===== src/rtl/mem_pkg.sv =====
// Shared types and constants for the MEM-stage data-memory controller.
// Holds the FSM state encoding, the default timeout and the read value returned on timeout.
package mem_pkg;

  typedef enum logic {
    ST_IDLE   = 1'b0,
    ST_ACCESS = 1'b1
  } mem_state_e;

  localparam int unsigned TIMEOUT_DEFAULT = 16;
  localparam logic [31:0] TIMEOUT_RDATA   = 32'h0;

endpackage : mem_pkg


===== src/rtl/mem_wait_ctr.sv =====
// Saturating wait counter for outstanding data-memory accesses.
// expired flags the last cycle an access may wait before it is abandoned.
module mem_wait_ctr
  import mem_pkg::*;
#(
  parameter int unsigned LIMIT = TIMEOUT_DEFAULT
) (
  input  logic                         clock,
  input  logic                         reset_n,
  input  logic                         clear,
  input  logic                         enable,
  output logic [$clog2(LIMIT+1)-1:0]   count,
  output logic                         expired
);

  localparam int unsigned W = $clog2(LIMIT + 1);

  logic [W-1:0] count_q, count_d;

  always_comb begin
    count_d = count_q;
    if (clear) begin
      count_d = '0;
    end else if (enable && (count_q != W'(LIMIT))) begin
      count_d = count_q + 1'b1;
    end
  end

  // NOTE: clocked state is written with non-blocking assignments only, so every
  // flop samples the pre-edge value of its neighbours regardless of block order.
  always_ff @(posedge clock or negedge reset_n) begin
    if (!reset_n) begin
      count_q <= '0;
    end else begin
      count_q <= count_d;
    end
  end

  assign count   = count_q;
  assign expired = (count_q == W'(LIMIT - 1));

endmodule : mem_wait_ctr


===== src/rtl/mem_stage_ctrl.sv =====
// MEM-stage controller: turns load/store flags into a req/ready handshake with data
// memory, stalls the pipeline while the access is outstanding and times out a silent memory.
module mem_stage_ctrl
  import mem_pkg::*;
#(
  parameter int unsigned TIMEOUT = TIMEOUT_DEFAULT
) (
  input  logic        clock,
  input  logic        reset_n,
  input  logic        MemWriteM,
  input  logic        MemtoRegM,
  input  logic [31:0] ALUOutM,
  input  logic [31:0] WriteDataM,
  input  logic        mem_ready,
  input  logic [31:0] mem_rdata,
  output logic        mem_req,
  output logic        mem_we,
  output logic [31:0] mem_addr,
  output logic [31:0] mem_wdata,
  output logic        stallM,
  output logic [31:0] ReadDataM,
  output logic        ReadValidM,
  output logic        mem_err
);

  localparam int unsigned CW = $clog2(TIMEOUT + 1);

  mem_state_e  state_q, state_d;
  logic [31:0] addr_q, addr_d;
  logic [31:0] wdata_q, wdata_d;
  logic        we_q, we_d;
  logic        req_q, req_d;
  logic [31:0] rdata_q, rdata_d;
  logic        rvalid_q, rvalid_d;
  logic        err_q, err_d;
  logic        stall;

  logic          ctr_clear;
  logic          ctr_enable;
  logic          ctr_expired;
  logic [CW-1:0] ctr_count_unused;

  logic access;
  assign access = MemWriteM | MemtoRegM;

  mem_wait_ctr #(
    .LIMIT (TIMEOUT)
  ) u_wait_ctr (
    .clock   (clock),
    .reset_n (reset_n),
    .clear   (ctr_clear),
    .enable  (ctr_enable),
    .count   (ctr_count_unused),
    .expired (ctr_expired)
  );

  // NOTE: every signal driven here gets a default first, so no path through the
  // case statement can leave a value unassigned and infer a latch.
  always_comb begin
    state_d    = state_q;
    addr_d     = addr_q;
    wdata_d    = wdata_q;
    we_d       = we_q;
    rdata_d    = rdata_q;
    rvalid_d   = 1'b0;
    err_d      = err_q;
    ctr_clear  = 1'b0;
    ctr_enable = 1'b0;
    stall      = 1'b0;

    unique case (state_q)
      ST_IDLE: begin
        if (access) begin
          stall     = 1'b1;
          addr_d    = ALUOutM;
          wdata_d   = WriteDataM;
          we_d      = MemWriteM;
          ctr_clear = 1'b1;
          state_d   = ST_ACCESS;
        end
      end

      ST_ACCESS: begin
        if (mem_ready) begin
          state_d = ST_IDLE;
          if (!we_q) begin
            rdata_d  = mem_rdata;
            rvalid_d = 1'b1;
          end
        end else begin
          ctr_enable = 1'b1;
          if (ctr_expired) begin
            // Abandon the access but release the pipeline, as if memory had answered.
            state_d = ST_IDLE;
            err_d   = 1'b1;
            if (!we_q) begin
              rdata_d  = TIMEOUT_RDATA;
              rvalid_d = 1'b1;
            end
          end else begin
            stall = 1'b1;
          end
        end
      end

      default: state_d = ST_IDLE;
    endcase

    req_d = (state_d == ST_ACCESS);
  end

  always_ff @(posedge clock or negedge reset_n) begin
    if (!reset_n) begin
      state_q  <= ST_IDLE;
      addr_q   <= '0;
      wdata_q  <= '0;
      we_q     <= 1'b0;
      req_q    <= 1'b0;
      rdata_q  <= '0;
      rvalid_q <= 1'b0;
      err_q    <= 1'b0;
    end else begin
      state_q  <= state_d;
      addr_q   <= addr_d;
      wdata_q  <= wdata_d;
      we_q     <= we_d;
      req_q    <= req_d;
      rdata_q  <= rdata_d;
      rvalid_q <= rvalid_d;
      err_q    <= err_d;
    end
  end

  // The idle decode would stall on a pending access even while reset is held.
  assign stallM     = reset_n & stall;
  assign mem_req    = req_q;
  assign mem_we     = we_q;
  assign mem_addr   = addr_q;
  assign mem_wdata  = wdata_q;
  assign ReadDataM  = rdata_q;
  assign ReadValidM = rvalid_q;
  assign mem_err    = err_q;

endmodule : mem_stage_ctrl


===== config.mk =====
export PLATFORM = sky130hd
export DESIGN_NAME = mem_stage_ctrl
export DESIGN_NICKNAME = d
export VERILOG_FILES = /design/src/rtl/mem_pkg.sv /design/src/rtl/mem_wait_ctr.sv /design/src/rtl/mem_stage_ctrl.sv
export SDC_FILE = /design/constraint.sdc
export NUM_CORES = 1
export LEC_CHECK = 0
export CAP_MARGIN = 20
export CORE_MARGIN = 5
export CORE_UTILIZATION = 41
export CTS_CLUSTER_DIAMETER = 50
export DETAILED_ROUTE_END_ITERATION = 12
export GPL_TIMING_DRIVEN = 0
export HOLD_SLACK_MARGIN = 0.05
export PLACE_DENSITY = 0.81
export SYNTH_ARGS = -nofsm -noshare
export SYNTH_HDL_FRONTEND = slang
export SYNTH_HIERARCHICAL = 1
export SYNTH_SLANG_ARGS = --single-unit
export TNS_END_PERCENT = 100

===== constraint.sdc =====
create_clock -name clock -period 1.9 [get_ports clock]
set_input_delay 0.38 -clock clock [delete_from_list [all_inputs] [get_ports clock]]
set_output_delay 0.38 -clock clock [all_outputs]
set_load 0.02 [all_outputs]

# == Word-level counts from Yosys, hierarchy flattened ==
# Index checks and enable logic that the tools add are counted.
# Widths: inputs -> output; s select.
# word_totals
inputBits,101
wordCells,39
regBits,105
# classes
n_bitwise,5
addsub,1
n_eq_ne,2
n_reduce_logical,6
muxes,17
# op_table
operator,n
$mux 32,4
$mux 1,10
$mux 5,2
$reduce_and 3->1,2
$add 5x1->5 const B,1
$eq 5x4->1 const B,1
$ne 5x5->1 const B,1
$reduce_bool 2->1,2
$not 1->1,3
$pmux 1 s2,1
$reduce_and 2->1,1
$and 1x1->1,1
$logic_and 1x1->1,1
$or 1x1->1,1

# == Depth between registers and ports, before layout ==
# depth
word_depth,5
ltp_mapped,6
ltp_nobuf,5

# == Modules after synthesis ==
# The synthesis kept the hierarchy.
# modules_own_cells
mod,area_each_um2,instances,cells_per_inst,seq_area_each_um2
mem_stage_ctrl,3867.5,1,225,2502.4
mem_wait_ctr,292.8,1,30,125.1

# == Worst setup path before layout ==
# OpenSTA, ideal clock, no wires.
# synth_path
kind,reg-to-output
startpoint,"register u_wait_ctr.count_q[0], in the netlist u_wait_ctr/count[0]"
endpoint,output port stallM
setup_slack_ps,167
arrival_time_ps,1353
path_stages_with_launch,6
path_buffers,0
t_required_ps,1520
cell_sequence,dfrtp_1 > ha_1 > and3_1 > ha_1 > o21ai_2 > and2_1
# synth_via
elab_chain_cells,5
# synth_rtl
element,line_no,text
from (decl),mem_wait_ctr.sv:18,"logic [W-1:0] count_q, count_d;"
from (signal assigned),mem_wait_ctr.sv:35,count_q <= count_d;
$eq 5x4->1,mem_wait_ctr.sv:40,assign expired = (count_q == W'(LIMIT - 1));
named net ctr_expired,mem_stage_ctrl.sv:40,logic ctr_expired;
$mux 1 (2 in series),n/a,
$pmux 1 s2,n/a,
named net req_d,mem_stage_ctrl.sv:32,"logic req_q, req_d;"
$and 1x1->1,mem_stage_ctrl.sv:135,assign stallM = reset_n & stall;
to (decl),mem_stage_ctrl.sv:20,"output logic stallM,"
# The timed path passes the listed nets, and every way through them passes these cells.

# == Worst setup path in the final report ==
# layout_path
startpoint,"register u_wait_ctr.count_q[1], in the netlist u_wait_ctr/count[1]"
endpoint,output port stallM
# Same word-level chain as after synthesis.

==> summary.md <==
Once layout is complete, the cells apart from fillers number 611. The flow ran to the end, but the final reports show violations. Fill cells in the final layout number 739. The via density per instance is 4.885, and the post-synth net total is 359. Buffer cell driving the clock tree root: clkbuf_8.

For the I/O pin count, the log shows 202. Clock-pin slew was measured on the worst setup and hold paths at 0.09 ns. Effective utilization at floorplan: 42.37%. Before CTS, the worst setup slack after placement is -0.6998 ns. Counting flops with an async set or reset pin after synthesis yields a share of 100.0%.

The clock drives 105 sinks. The main combinational cell family by area after synthesis is multiplexers. The power density over cell area is 1472 nW/um^2, and the post-route DRC violation count is 0. The tools report the number of pins with negative max-slew slack in the final report as 0. Summing all multi-input logic gate instances after layout gives 1413 um^2.

The vertical die dimension was 110.7 um. The number of antenna diodes was 0; the worst hold slack was 0.1079 ns. The highest-delay cell along the critical path is dfrtp_1.

After synthesis, flip-flops and latches occupy 63.16% of the total area. In this run the number of H-tree levels came out at 3. The core area is 9819 um^2, and the final sum of negative setup slack is -0.1708 ns.

The die covers 12260 um^2. The leakage power of the design is 2.945 nW. The final number of hold-violating endpoints is 0. The maximum clock skew at final layout came out at 0.008533 ns. In this run, post-CTS hold repair placed 0 buffers. A synthesized cell averages 16.31 um^2.

The x dimension of the die is 110.7 um. The logs give 9.768 mW for the power after layout and 3308 for the via count of the first global-routing pass. Setup repair after global routing could not meet its margin everywhere.

The first-pass GRT wire length was 18050 um. The checks that failed: negative setup slack. Once placement completed, the tool counted placed cells totaling 590.

Buffers inserted during clock tree synthesis total 9. The share of the synthesized netlist area taken by xor and xnor gates is 0.2105%. The growth of design area from synthesis to finish is 59.55%, and the routed wire length is 10990 um.

The count of buffers added on input and output ports is 201. TritonCTS built the clock tree. For the pin with the worst max-slew slack, the measured transition is 0.7874 ns. The data arrival time of the critical path is 1.69 ns, and the minimum clock period is 2.071 ns. Summing the areas of all compound-gate instances in the mapped netlist gives 8.752% of the synthesized area.

The area fraction in and, or, nand and nor cells after synthesis works out to 2.015%. The share of layout cells above drive strength 1 is 23.01%. The final layout contains 578 nets.

The number of different library cells in the post-synthesis netlist is 28, and the maximum fanout along the worst path is 2. The floorplan has 36 rows. Share of cell area taken by muxes after synthesis: 21.35%. The tightest min-delay check is of the primary input to asynchronous set/reset pin type.

At the worst endpoint, the required time is 1.52 ns. The count of warnings emitted by yosys came out at 6. Entering global routing, the biggest net connects 64 pins.

The worst max-slew margin expressed relative to the limit is 47.51%. The largest buffer count on any clock path is 2. The critical path goes through ha_2, and3_4, ha_4, o21ai_2, and2_4, buf_6. The tools report the number of endpoints failing setup at the final stage as 1. STA classifies the critical path startpoint as a flip-flop. The run gives 482.9 MHz as the achievable clock frequency. The clock latency on the worst-skew pair was 0.35 ns. The final routed wire length divided by cell count is 17.99 um.

Max-cap violations in this run came to 0. The most used flip-flop cell after synthesis is dfrtp_1. Remaining antenna violation count after routing: 0. In this run, synthesis produced a sequential element count of 105. Of the total synthesized cell area, the portion taken by full adders, half adders and majority gates is 0.9023%. The run gives -0.1708 ns as the setup slack of the critical path after layout. Global routing used 18.12% of the available tracks.

Estimated wirelength of the detail-placed design: 8483 um. The number of antenna violations at the first check in global routing was 0. The critical path class was flip-flop to output port. Across the whole layout, storage elements account for 2628 um^2. Synthesis produced a netlist whose cell count is 255. The pre-antenna-repair detailed-routing pass consisted of 4 iterations.

After layout, the worst path uses 109.0% of the clock period. Summing over every cut layer, the via total after detailed routing is 2985. The first routing iteration left 91 violations. For this run the aggregate overflow at the end of global routing stands at 0. The delay of the slowest cell on the worst path is 0.41 ns. The congestion estimate from routability-driven global placement came to 0.7570.

Summing every instance area after synthesis gives 4160 um^2. The worst setup path is captured at an output port. Across the VDD grid, the largest voltage drop is 660.8 uV. The number of enable flip-flop cells after synthesis was 0.
-- area by class of cell --
type                            instances  area share (%)
Sequential cell                       105           39.59
Timing Repair Buffer                  208           31.27
Multi-Input combinational cell        127           21.28
Tap cell                              133           2.507
Clock buffer                           12           2.337
Buffer                                 14           1.904
Clock inverter                          3          0.6032
Inverter                                9          0.5090
-- Yosys cell counts (all sizes together), types with 2 or more instances --
library cell  number  area, um^2
dfrtp            105        2628
mux2              65       878.3
a22o              32       280.3
buf               11       105.1
inv                9       33.78
nor2               4       15.01
o21ai              4       27.53
clkbuf             3       11.26
ha                 3       37.54
nand2              3       11.26
nand2b             3       18.77
and2               2       12.51
-- power by group --
group / switching [mW] / internal [mW]
clock: 0.706 / 0.672
combinational: 2.13 / 2.66
sequential: 0.502 / 3.10
total: 3.34 / 6.43
-- logic make-up after synthesis --
kind of cell | count (synthesis)
xor+xnor | 1
buf+inv | 23
simple gates | 15
mux | 66
compound gates | 42
fa+ha+maj | 3
flops | 105
-- per-layer routing --
| layer | vias up | global-route usage [%] | wire length [um] |
|---|---|---|---|
| met5 | - | 0 | 0 |
| met4 | 0 | 4.926 | 173 |
| met3 | 18 | 4.913 | 706 |
| met2 | 121 | 30.62 | 5549 |
| met1 | 1502 | 22.99 | 4563 |
| li1 | 1344 | - | - |
-- registers in the layout (all words and copies together) (netlist names) --
name and cells:
ReadDataM 32, mem_addr 32, mem_wdata 32, u_wait_ctr/count 5, ReadValidM 1, mem_err 1
mem_req 1, mem_we 1
-- path summary, 6_finish.rpt --
kind | startpoint | endpoint | slack [ns] | cells after the start
min | reset_n | mem_wdata[6]$_DFFE_PN0P_ | 0.11 | 1
max in group asynchronous | reset_n | mem_addr[31]$_DFFE_PN0P_ | 1.09 | 2
max reg2reg | u_wait_ctr/count[1]$_DFFE_PN0P_ | ReadDataM[17]$_DFFE_PN0P_ | 0.10 | 7
min reg2reg | mem_err$_DFFE_PN0P_ | mem_err$_DFFE_PN0P_ | 0.48 | 1
max | u_wait_ctr/count[1]$_DFFE_PN0P_ | stallM | -0.17 | 6
min in group clock | mem_err$_DFFE_PN0P_ | mem_err$_DFFE_PN0P_ | 0.48 | 1
-- metrics by stage --
stage          utilization [%]  cell area, um^2
3_5_place_dp             64.73             6356
3_3_place_gp             64.55             6339
6_report                 67.60             6638
2_1_floorplan                -             4160
4_1_cts                  67.42             6620
5_1_grt                  67.60             6638
-- repair_timing --
item,in CTS,in global routing
pin swaps,4,0
buffers inserted,5,1
resized for setup,15,3
endpoints found under the hold margin,0,0
endpoints found under the setup margin,31,31
-- worst max-delay path: cells and delay by family, from the launching register on --
kind	cells	cell delay (ns)
AND/OR/NAND/NOR	2	0.33
buffers and inverters	1	0.11
flip-flops	1	0.41
AO/OA/AOI/OAI	1	0.13
adder cells (fa/ha/maj)	2	0.36
-- placed cells by master (no fill, tap or decap), types with 2 or more instances in the layout --
cell,netlist,layout
inv_1,9,9
buf_8,3,4
nand2b_1,3,3
o21ai_0,2,2
nor2_1,4,4
dfrtp_1,105,105
clkbuf_2,0,2
buf_6,2,2
clkdlybuf4s50_1,0,199
mux2_2,26,26
buf_4,3,10
mux2_4,39,39
clkbuf_8,0,11
a22o_1,32,32
buf_2,3,3
nand2_1,3,3
clkinv_2,0,2
Power figures use the tool's default switching activity.
